## src/rtl/div_dispatch_ctrl.sv

```systemverilog
// Dispatch controller for a pool of div_cluster units: round-robin job issue,
// per-unit IDLE/BUSY/DONE tracking with tags, and round-robin result return.
`ifndef TAG_SIZE
`define TAG_SIZE 8
`endif

module div_dispatch_ctrl #(
   parameter int DIV_COUNT = 4,
   parameter int TAG_SIZE  = `TAG_SIZE,
   localparam int IDX_W = $clog2(DIV_COUNT),
   localparam int CNT_W = $clog2(DIV_COUNT + 1)
) (
   input  logic                 clk,
   input  logic                 reset,
   input  logic                 job_valid,
   input  logic [TAG_SIZE-1:0]  job_tag,
   output logic                 job_ready,
   input  logic [DIV_COUNT-1:0] div_ready,
   input  logic [DIV_COUNT-1:0] div_valid,
   output logic [DIV_COUNT-1:0] div_start,
   output logic                 res_valid,
   input  logic                 res_ready,
   output logic [IDX_W-1:0]     res_sel,
   output logic [TAG_SIZE-1:0]  res_tag,
   output logic [CNT_W-1:0]     inflight,
   output logic                 err_spurious
);

   localparam logic [1:0] ST_IDLE = 2'd0;
   localparam logic [1:0] ST_BUSY = 2'd1;
   localparam logic [1:0] ST_DONE = 2'd2;

   logic [DIV_COUNT-1:0] is_idle;
   logic [DIV_COUNT-1:0] is_busy;
   logic [DIV_COUNT-1:0] is_done;
   logic [DIV_COUNT-1:0] idle_next;
   logic [DIV_COUNT-1:0] eligible;
   logic [TAG_SIZE-1:0]  unit_tag [DIV_COUNT];

   logic [IDX_W-1:0] dptr_reg;
   logic [IDX_W-1:0] rptr_reg;
   logic [IDX_W-1:0] grant_idx;
   logic [IDX_W-1:0] rr_idx;
   logic [IDX_W-1:0] lock_idx_reg;
   logic             grant_found;
   logic             rr_found;
   logic             lock_reg;
   logic             err_reg;
   logic             issue;
   logic             accept;
   logic [CNT_W-1:0] inflight_reg;
   logic [CNT_W-1:0] inflight_next;

   // First set bit of req at or above ptr, wrapping modulo DIV_COUNT; MSB = found.
   function automatic logic [IDX_W:0] rr_pick(input logic [DIV_COUNT-1:0] req,
                                              input logic [IDX_W-1:0] ptr);
      logic [IDX_W:0]   p;
      logic             found;
      logic [IDX_W-1:0] idx;
      found = 1'b0;
      idx   = '0;
      for (int k = 0; k < DIV_COUNT; k++) begin
         p = {1'b0, ptr} + (IDX_W+1)'(k);
         if (p >= (IDX_W+1)'(DIV_COUNT))
            p = p - (IDX_W+1)'(DIV_COUNT);
         if (!found && req[p[IDX_W-1:0]]) begin
            found = 1'b1;
            idx   = p[IDX_W-1:0];
         end
      end
      return {found, idx};
   endfunction

   assign eligible                 = is_idle & div_ready;
   assign {grant_found, grant_idx} = rr_pick(eligible, dptr_reg);
   assign {rr_found, rr_idx}       = rr_pick(is_done, rptr_reg);

   assign job_ready = !reset && grant_found;
   assign issue     = job_valid && job_ready;
   assign div_start = issue ? (DIV_COUNT'(1) << grant_idx) : '0;

   // Once a result has been offered and stalled, the selection is frozen so a
   // later-finishing unit nearer rptr cannot steal the slot.
   assign res_valid    = !reset && rr_found;
   assign res_sel      = lock_reg ? lock_idx_reg : rr_idx;
   assign res_tag      = unit_tag[res_sel];
   assign accept       = res_valid && res_ready;
   assign inflight     = inflight_reg;
   assign err_spurious = err_reg;

   for (genvar gi = 0; gi < DIV_COUNT; gi++) begin : g_unit
      logic [1:0]          state_reg;
      logic [1:0]          state_next;
      logic [TAG_SIZE-1:0] tag_reg;

      always_comb begin
         state_next = state_reg;
         if (issue && grant_idx == IDX_W'(gi))
            state_next = ST_BUSY;
         else if (state_reg == ST_BUSY && div_valid[gi])
            state_next = ST_DONE;
         else if (accept && res_sel == IDX_W'(gi))
            state_next = ST_IDLE;
      end

      always_ff @(posedge clk) begin
         if (reset) begin
            state_reg <= ST_IDLE;
            tag_reg   <= '0;
         end else begin
            state_reg <= state_next;
            if (issue && grant_idx == IDX_W'(gi))
               tag_reg <= job_tag;
         end
      end

      assign is_idle[gi]   = (state_reg == ST_IDLE);
      assign is_busy[gi]   = (state_reg == ST_BUSY);
      assign is_done[gi]   = (state_reg == ST_DONE);
      assign idle_next[gi] = (state_next == ST_IDLE);
      assign unit_tag[gi]  = tag_reg;
   end

   always_comb begin
      inflight_next = '0;
      for (int i = 0; i < DIV_COUNT; i++)
         inflight_next = inflight_next + CNT_W'(!idle_next[i]);
   end

   always_ff @(posedge clk) begin
      if (reset) begin
         dptr_reg     <= '0;
         rptr_reg     <= '0;
         inflight_reg <= '0;
         err_reg      <= 1'b0;
         lock_reg     <= 1'b0;
         lock_idx_reg <= '0;
      end else begin
         if (issue)
            dptr_reg <= (grant_idx == IDX_W'(DIV_COUNT - 1)) ? '0 : grant_idx + IDX_W'(1);
         if (accept)
            rptr_reg <= (res_sel == IDX_W'(DIV_COUNT - 1)) ? '0 : res_sel + IDX_W'(1);
         inflight_reg <= inflight_next;
         if (|(div_valid & ~is_busy))
            err_reg <= 1'b1;
         lock_reg     <= res_valid && !res_ready;
         lock_idx_reg <= res_sel;
      end
   end

endmodule

```

## config.mk

```make
export PLATFORM = sky130hd
export DESIGN_NAME = div_dispatch_ctrl
export DESIGN_NICKNAME = d
export VERILOG_FILES = /design/src/rtl/div_dispatch_ctrl.sv
export SDC_FILE = /design/constraint.sdc
export NUM_CORES = 1
export LEC_CHECK = 0
export CAP_MARGIN = 30
export CORE_MARGIN = 5
export CORE_UTILIZATION = 44
export CTS_BUF_LIST = sky130_fd_sc_hd__clkbuf_2 sky130_fd_sc_hd__clkbuf_4 sky130_fd_sc_hd__clkbuf_8
export CTS_CLUSTER_DIAMETER = 40
export DETAILED_ROUTE_END_ITERATION = 16
export PLACE_DENSITY = 0.67
export SYNTH_ARGS = -nofsm -noshare
export SYNTH_HDL_FRONTEND = slang
export SYNTH_SLANG_ARGS = --single-unit
```

## constraint.sdc

```tcl
create_clock -name clk -period 4.05 [get_ports clk]
set_input_delay 0.81 -clock clk [delete_from_list [all_inputs] [get_ports clk]]
set_output_delay 0.81 -clock clk [all_outputs]
set_load 0.02 [all_outputs]
```

Word-level counts from Yosys, hierarchy flattened
Index checks and enable logic that the tools add are counted.
Word-level totals
  bits in registers: 51
  latch bits: 0
  bits in writable memories: 0
  ROM bits: 0
  input port bits: 20
  output and inout bits: 20
  logic and storage cells: 174
  memories: 0
Cells by class
  $add $sub $neg: 19
  $mul: 0
  div/mod/pow operators: 0
  order comparisons: 17
  equal/unequal tests: 14
  shift-type cells: 1
  muxes and demuxes: 59
  bitwise logic cells: 4
  reductions and logical operators: 46
Operator list (number)
  $mux W2: 31
  $lt A2 B3 Y1 const B: 8
  $logic_and A1 B1 Y1: 23
  $ge A3 B3 Y1 const B: 7
  $logic_not A2 Y1: 10
  $bmux W1 S2: 8
  $bmux W8 S2: 1
  $eq A2 B2 Y1 const B: 8
  $mux W1: 16
  $mux W8: 2
  $sub A2 B1 Y2 const B: 8
  $add A2 B2 Y3 const B: 4
  $eq A2 B1 Y1 const B: 6
  $logic_not A1 Y1: 12
  $and A4 B4 Y4: 2
  $add A2 B1 Y3 const B: 2
  $ge A2 B3 Y1 const B: 2
  $add A2 B1 Y2 const B: 2
  $mux W4: 1
  $not A4 Y4: 1
  $reduce_or A4 Y1: 1
  $shl A1 B2 Y4 const A: 1
  $add A2 B1 Y3: 1
  $add A3 B1 Y3: 1
  2 further kinds: 2

Longest topological paths before layout
  depth in word-level cells: 25
  gate-level depth with buffers: 17
  gate-level depth less buffers: 15

Worst setup path before layout
Ideal clock, no wire load.
  path type: in2reg
  from: input div_ready[2]
  to: register inflight_reg[1], in the netlist inflight[1]
  library setup time: 131 ps
  arrival time: 3476 ps
  required time: 3919 ps
  slack: 444 ps
  cell stages on the path: 15
  buffers on the path: 1
  cell sequence: or3b_2 > a21oi_1 > a21oi_1 > nor2_1 > inv_1 > ha_1 > nand2_8 > inv_6 > buf_12 > a21oi_1 > o21ai_0 > fa_1 > ha_1 > ha_1 > nor2b_1
On the way
  word-level cells in the longest chain between the ends: 22
  elaborated cells between the ends (all ways): 48
  those cells by class: add/sub (3); eq/ne (3); mux (20); bitwise (1); reduce/logical (21)
Ends and longest elaborated chain
  from (decl): line 18  | input logic [DIV_COUNT-1:0] div_ready,
  $and A4 B4 Y4 *: line 74  | assign eligible = is_idle & div_ready;
  $bmux W1 S2: line 66  | if (!found && req[p[IDX_W-1:0]]) begin
  $mux W1 (not written as such): line 66
  $mux W1: line 66
  $logic_not A1 Y1: line 66
  $logic_and A1 B1 Y1: line 66
  $mux W1: line 66
  $logic_not A1 Y1: line 66
  (+7 left out)
  $logic_and A1 B1 Y1: line 98  | if (issue && grant_idx == IDX_W'(gi))
  $mux W2: line 98
  $logic_not A2 Y1: line 120  | assign idle_next[gi] = (state_next == ST_IDLE);
  $logic_not A1 Y1: line 127  | inflight_next = inflight_next + CNT_W'(!idle_next[i]);
  $add A1 B1 Y2: line 127
  $add A2 B1 Y3: line 127
  $add A3 B1 Y3 *: line 127
  named net inflight_next[1]: line 52  | logic [CNT_W-1:0] inflight_next;
  to (signal assigned): line 143  | inflight_reg <= inflight_next;
  to (decl): line 51  | logic [CNT_W-1:0] inflight_reg;
The timed path passes the listed nets; every way through them passes the cells marked *. The select of a mux whose other input is x is not followed.
A chain may end at the register's enable or synchronous reset.

Final worst setup path
  from: input div_ready[2]
  to: output div_start[0]
On the way
  word-level cells in the longest chain between the ends: 16
  elaborated cells between the ends (all ways): 27
  those cells by class: shift (1); mux (17); bitwise (1); reduce/logical (8)
Ends and longest elaborated chain
  $and A4 B4 Y4 *: line 74
  $bmux W1 S2: line 66
  $mux W1 (not written as such): line 66
  $mux W1: line 66
  $logic_not A1 Y1: line 66
  $logic_and A1 B1 Y1: line 66
  $mux W1: line 66
  $logic_not A1 Y1: line 66
  $logic_and A1 B1 Y1: line 66
  $mux W1: line 66
  $logic_not A1 Y1: line 66
  $logic_and A1 B1 Y1: line 66
  $mux W1: line 66
  $logic_and A1 B1 Y1: line 78  | assign job_ready = !reset && grant_found;
  $logic_and A1 B1 Y1: line 79  | assign issue = job_valid && job_ready;
  $mux W4 *: line 80  | assign div_start = issue ? (DIV_COUNT'(1) << grant_idx) : '0;
  to (decl): line 20  | output logic [DIV_COUNT-1:0] div_start,
Every way passes the cells marked *; elsewhere a longest branch is shown, timed or not. The select of a mux whose other input is x is not followed.

==> run_results.csv <==
group,metric,value,unit
timing,layout_setup_ws,0.123,ns
logic_synthesis,syn_area,2790,um^2
setup_path,cp.required,3.24,ns
timing,drv_slew,0,
power_and_ir_drop,pwr-share-comb,0.267,
logic_synthesis,netlist.area_leader.share,0.366,
floorplanning,die_area,8040,um^2
timing,setup_violations,0,
logic_synthesis,yosys_warnings,0,
placed_design,place_hpwl,4.85,mm
finish,fillers,603,
floorplanning,die-height,89.7,um
placed_design,dp_slack,-0.0922,ns
setup_path,cp_cell_sequence,"clkdlybuf4s50_1, or3b_2, nor2_1, nor2_1, o21ai_0, a21oi_2, buf_4, inv_1, ha_2, nand2_8, inv_6, dlygate4sd2_1",
logic_synthesis,synth.distinct_cells,53,
grt,grt_pass1_vias,2384,
power_and_ir_drop,cellPowerDensity,356,nW/um^2
route,drc,0,
route,wl_per_cell,15.2,um
placed_design,gp_congestion,0.819,
setup_path,startpoint,"div_ready[2]",
grt,grt_max_degree,51,
cts,htree_levels,2,
setup_path,path_class,"in -> out",
setup_path,r2r_setup_slack,0.67,ns
timing,rsz0062_at_grt,"false",
route,firstDrtPassIters,4,
cts,cts_tree,"done",
route,totalWireLength,6.97,mm
grt,antenna_found_initial,0,
route,num_vias,2437,
power_and_ir_drop,power_switching_share,0.306,
finish,regArea,1020,um^2
setup_path,critPathTopFamily,"buffers and inverters",
power_and_ir_drop,internal-power,829,uW
power_and_ir_drop,seq_power_share,0.455,
setup_path,cp-endpoint,"div_start[0]",
finish,synthToLayoutAreaGrowth,20.3,%
timing,clock_skew,0.00919,ns
logic_synthesis,synth_top_area_cell,"dfxtp_1",
floorplanning,ioPinCount,40,
cts,clockBufferDepth,2,
setup_path,crit_top_cell,"nor2_1",
placed_design,placed_cell_area,3230,um^2
finish,multi_input_area,1550,um^2
route,route.antenna.remaining_nets,0,
job,max_cap_viol_count,0,
cts,clock_latency,0.31,ns
timing,relSlewSlack,0.539,
timing,period_needed,3.93,ns
grt,gr-usage-all-layers,0.189,
finish,drive_above_1_share,0.181,
timing,fmax,255,MHz
status,status,"finished, final reports clean",
cts,root_buffer,"clkbuf_8",
logic_synthesis,synth_edf_count,0,
logic_synthesis,synthTopCellsByArea,"dfxtp_1, nand2_1, a21oi_2, a21oi_1, ha_1",
cts,cts_buffers,5,
logic_synthesis,ys_ff_latch,51,
floorplanning,start_util,0.445,
timing,hold_viol,0,
logic_synthesis,syn_inst,337,
cts,clk_pin_slew_worst_paths,0.08,ns
grt,grt_remaining_overflow,0,
power_and_ir_drop,clkPwrFrac,0.279,
timing,fin_tns_setup,0,ns
power_and_ir_drop,p_leak,1.20,nW
timing,worst_pin_slew,0.692,ns
setup_path,endpoint_kind,"output port",
finish,stdcell_area,3360,um^2
logic_synthesis,avgSynthCellArea,8.28,um^2
floorplanning,coreArea,6280,um^2
setup_path,worstPathMaxFanout,5,
floorplanning,rows,29,
finish,largest_reg_flops,32,
setup_path,crit_path_max_incr_delay,0.50,ns
grt,grt_pass1_wl,11.6,mm
logic_synthesis,synthFlopType,"dfxtp_1",
setup_path,r2r-start,"g_unit[2].state_reg[1]",
placed_design,io_buffers,39,
logic_synthesis,synth_seq_area_share,0.366,
setup_path,rr_worst_depth,13,
cts,hold_buffers,0,
logic_synthesis,async_reset_ff_frac,0,
setup_path,regToRegEndpoint,"inflight[1]",
floorplanning,dieWidth,89.7,um
setup_path,cp.depth,12,
setup_path,worstPathArrival,3.12,ns
finish,fin_nets,410,
route,viasPerCell,5.31,
power_and_ir_drop,total_power,1.19,mW
setup_path,slowest_stage,"or3b_2",
timing,fin_crit_sh,0.970,
setup_path,critical_path_buf_inv_count,5,
logic_synthesis,syn_nets,366,
power_and_ir_drop,switching_power,366,uW
finish,n_antenna_cell,0,
worst_hold_path,hold_path.class,"reg -> reg",
power_and_ir_drop,ir_drop,0.000197,V
setup_path,startpoint_type,"input pin",
cts,clock_sinks,51,
route,drt-initial-drc-count,153,
==> how the worst min path moves through the flow <==
stage / start / to / cells past startpoint
6_report: g_unit[2].tag_reg[6] / g_unit[2].tag_reg[6] / 2
3_3_place_gp: g_unit[0].tag_reg[0] / g_unit[0].tag_reg[0] / 2
4_1_cts: g_unit[3].tag_reg[0] / g_unit[3].tag_reg[0] / 2
3_5_place_dp: g_unit[3].tag_reg[0] / g_unit[3].tag_reg[0] / 2
2_1_floorplan: g_unit[0].tag_reg[0] / g_unit[0].tag_reg[0] / 2
5_1_grt: g_unit[2].tag_reg[3] / g_unit[2].tag_reg[3] / 2
==> cells by family (layout without fill, tap and decap cells) <==
group | after synthesis | after routing | synth area share
multiplexers | 2 | 2 | 0.0117
buffers and inverters | 32 | 77 | 0.0829
AO/OA/AOI/OAI | 90 | 90 | 0.234
AND/OR/NAND/NOR | 153 | 153 | 0.263
flip-flops | 51 | 51 | 0.366
adder cells (fa/ha/maj) | 9 | 9 | 0.0430
==> power by group through the flow <==
stage	Sequential [mW]	Combinational, mW	Clock (mW)
3_3_place_gp	0.554	0.310	0
5_1_grt	0.547	0.351	0.360
6_report	0.543	0.319	0.333
2_1_floorplan	0.556	0.200	0
3_5_place_dp	0.555	0.312	0
4_1_cts	0.543	0.315	0.342
==> through the flow <==
stage	cells	util	hold slack, ns
final	459	0.535	0.458
after floorplan	337	-	0.437
after global routing	459	0.535	0.478
after CTS	458	0.532	0.461
after global placement	450	0.515	0.443
after detailed placement	450	0.515	0.447
==> worst min-delay path: stages, from the launching register on <==
cell     delay (ns)
dfxtp_1        0.32
nand2_1        0.05
a21oi_1        0.05
==> cell usage in the layout (no fill, tap or decap), drive strengths merged, types with 5 or more instances in the layout <==
cell           count
dfxtp             51
ha                 8
nor2b              9
clkdlybuf4s50     34
a21oi             57
clkbuf             8
buf               17
nor2              18
inv               14
a32oi              8
o21ai              5
nand2            102
==> cells in the mapped netlist (2+ instances only) <==
cell type / count
nor2b_1: 9
nand3b_1: 2
buf_6: 3
ha_1: 8
buf_12: 4
o21ai_0: 5
a32oi_1: 8
inv_6: 3
o22a_1: 2
nand4_1: 2
buf_2: 4
or3b_1: 2
o31ai_1: 3
a22oi_1: 3
nand2_8: 3
a21oi_2: 22
nand3_1: 2
dfxtp_1: 51
nor2_1: 18
clkbuf_1: 5
nor3_1: 2
inv_1: 10
nand2_1: 98
nand2b_1: 4
o22ai_1: 2
a21oi_1: 35
==> final cells by class <==
class	count	area share
inverter	14	0.0201
clock buffer	8	0.0309
tap	77	0.0287
timing repair buffer	55	0.154
multi-input combinational	254	0.462
sequential	51	0.304
==> layer usage <==
| metal | track usage | up-vias | wire length, um |
|---|---|---|---|
| met1 | 0.242 | 1130 | 3110 |
| met4 | 0.0582 | 0 | 73 |
| li1 | - | 1239 | - |
| met3 | 0.0338 | 10 | 355 |
| met5 | 0 | - | 0 |
| met2 | 0.323 | 58 | 3430 |
==> repair_timing <==
item,in CTS,in global routing
endpoints found under the setup margin,4,2
setup buffers,0,1
resized for setup,4,5
cloned,0,0
Note: power is estimated with default switching activity, not from simulation.
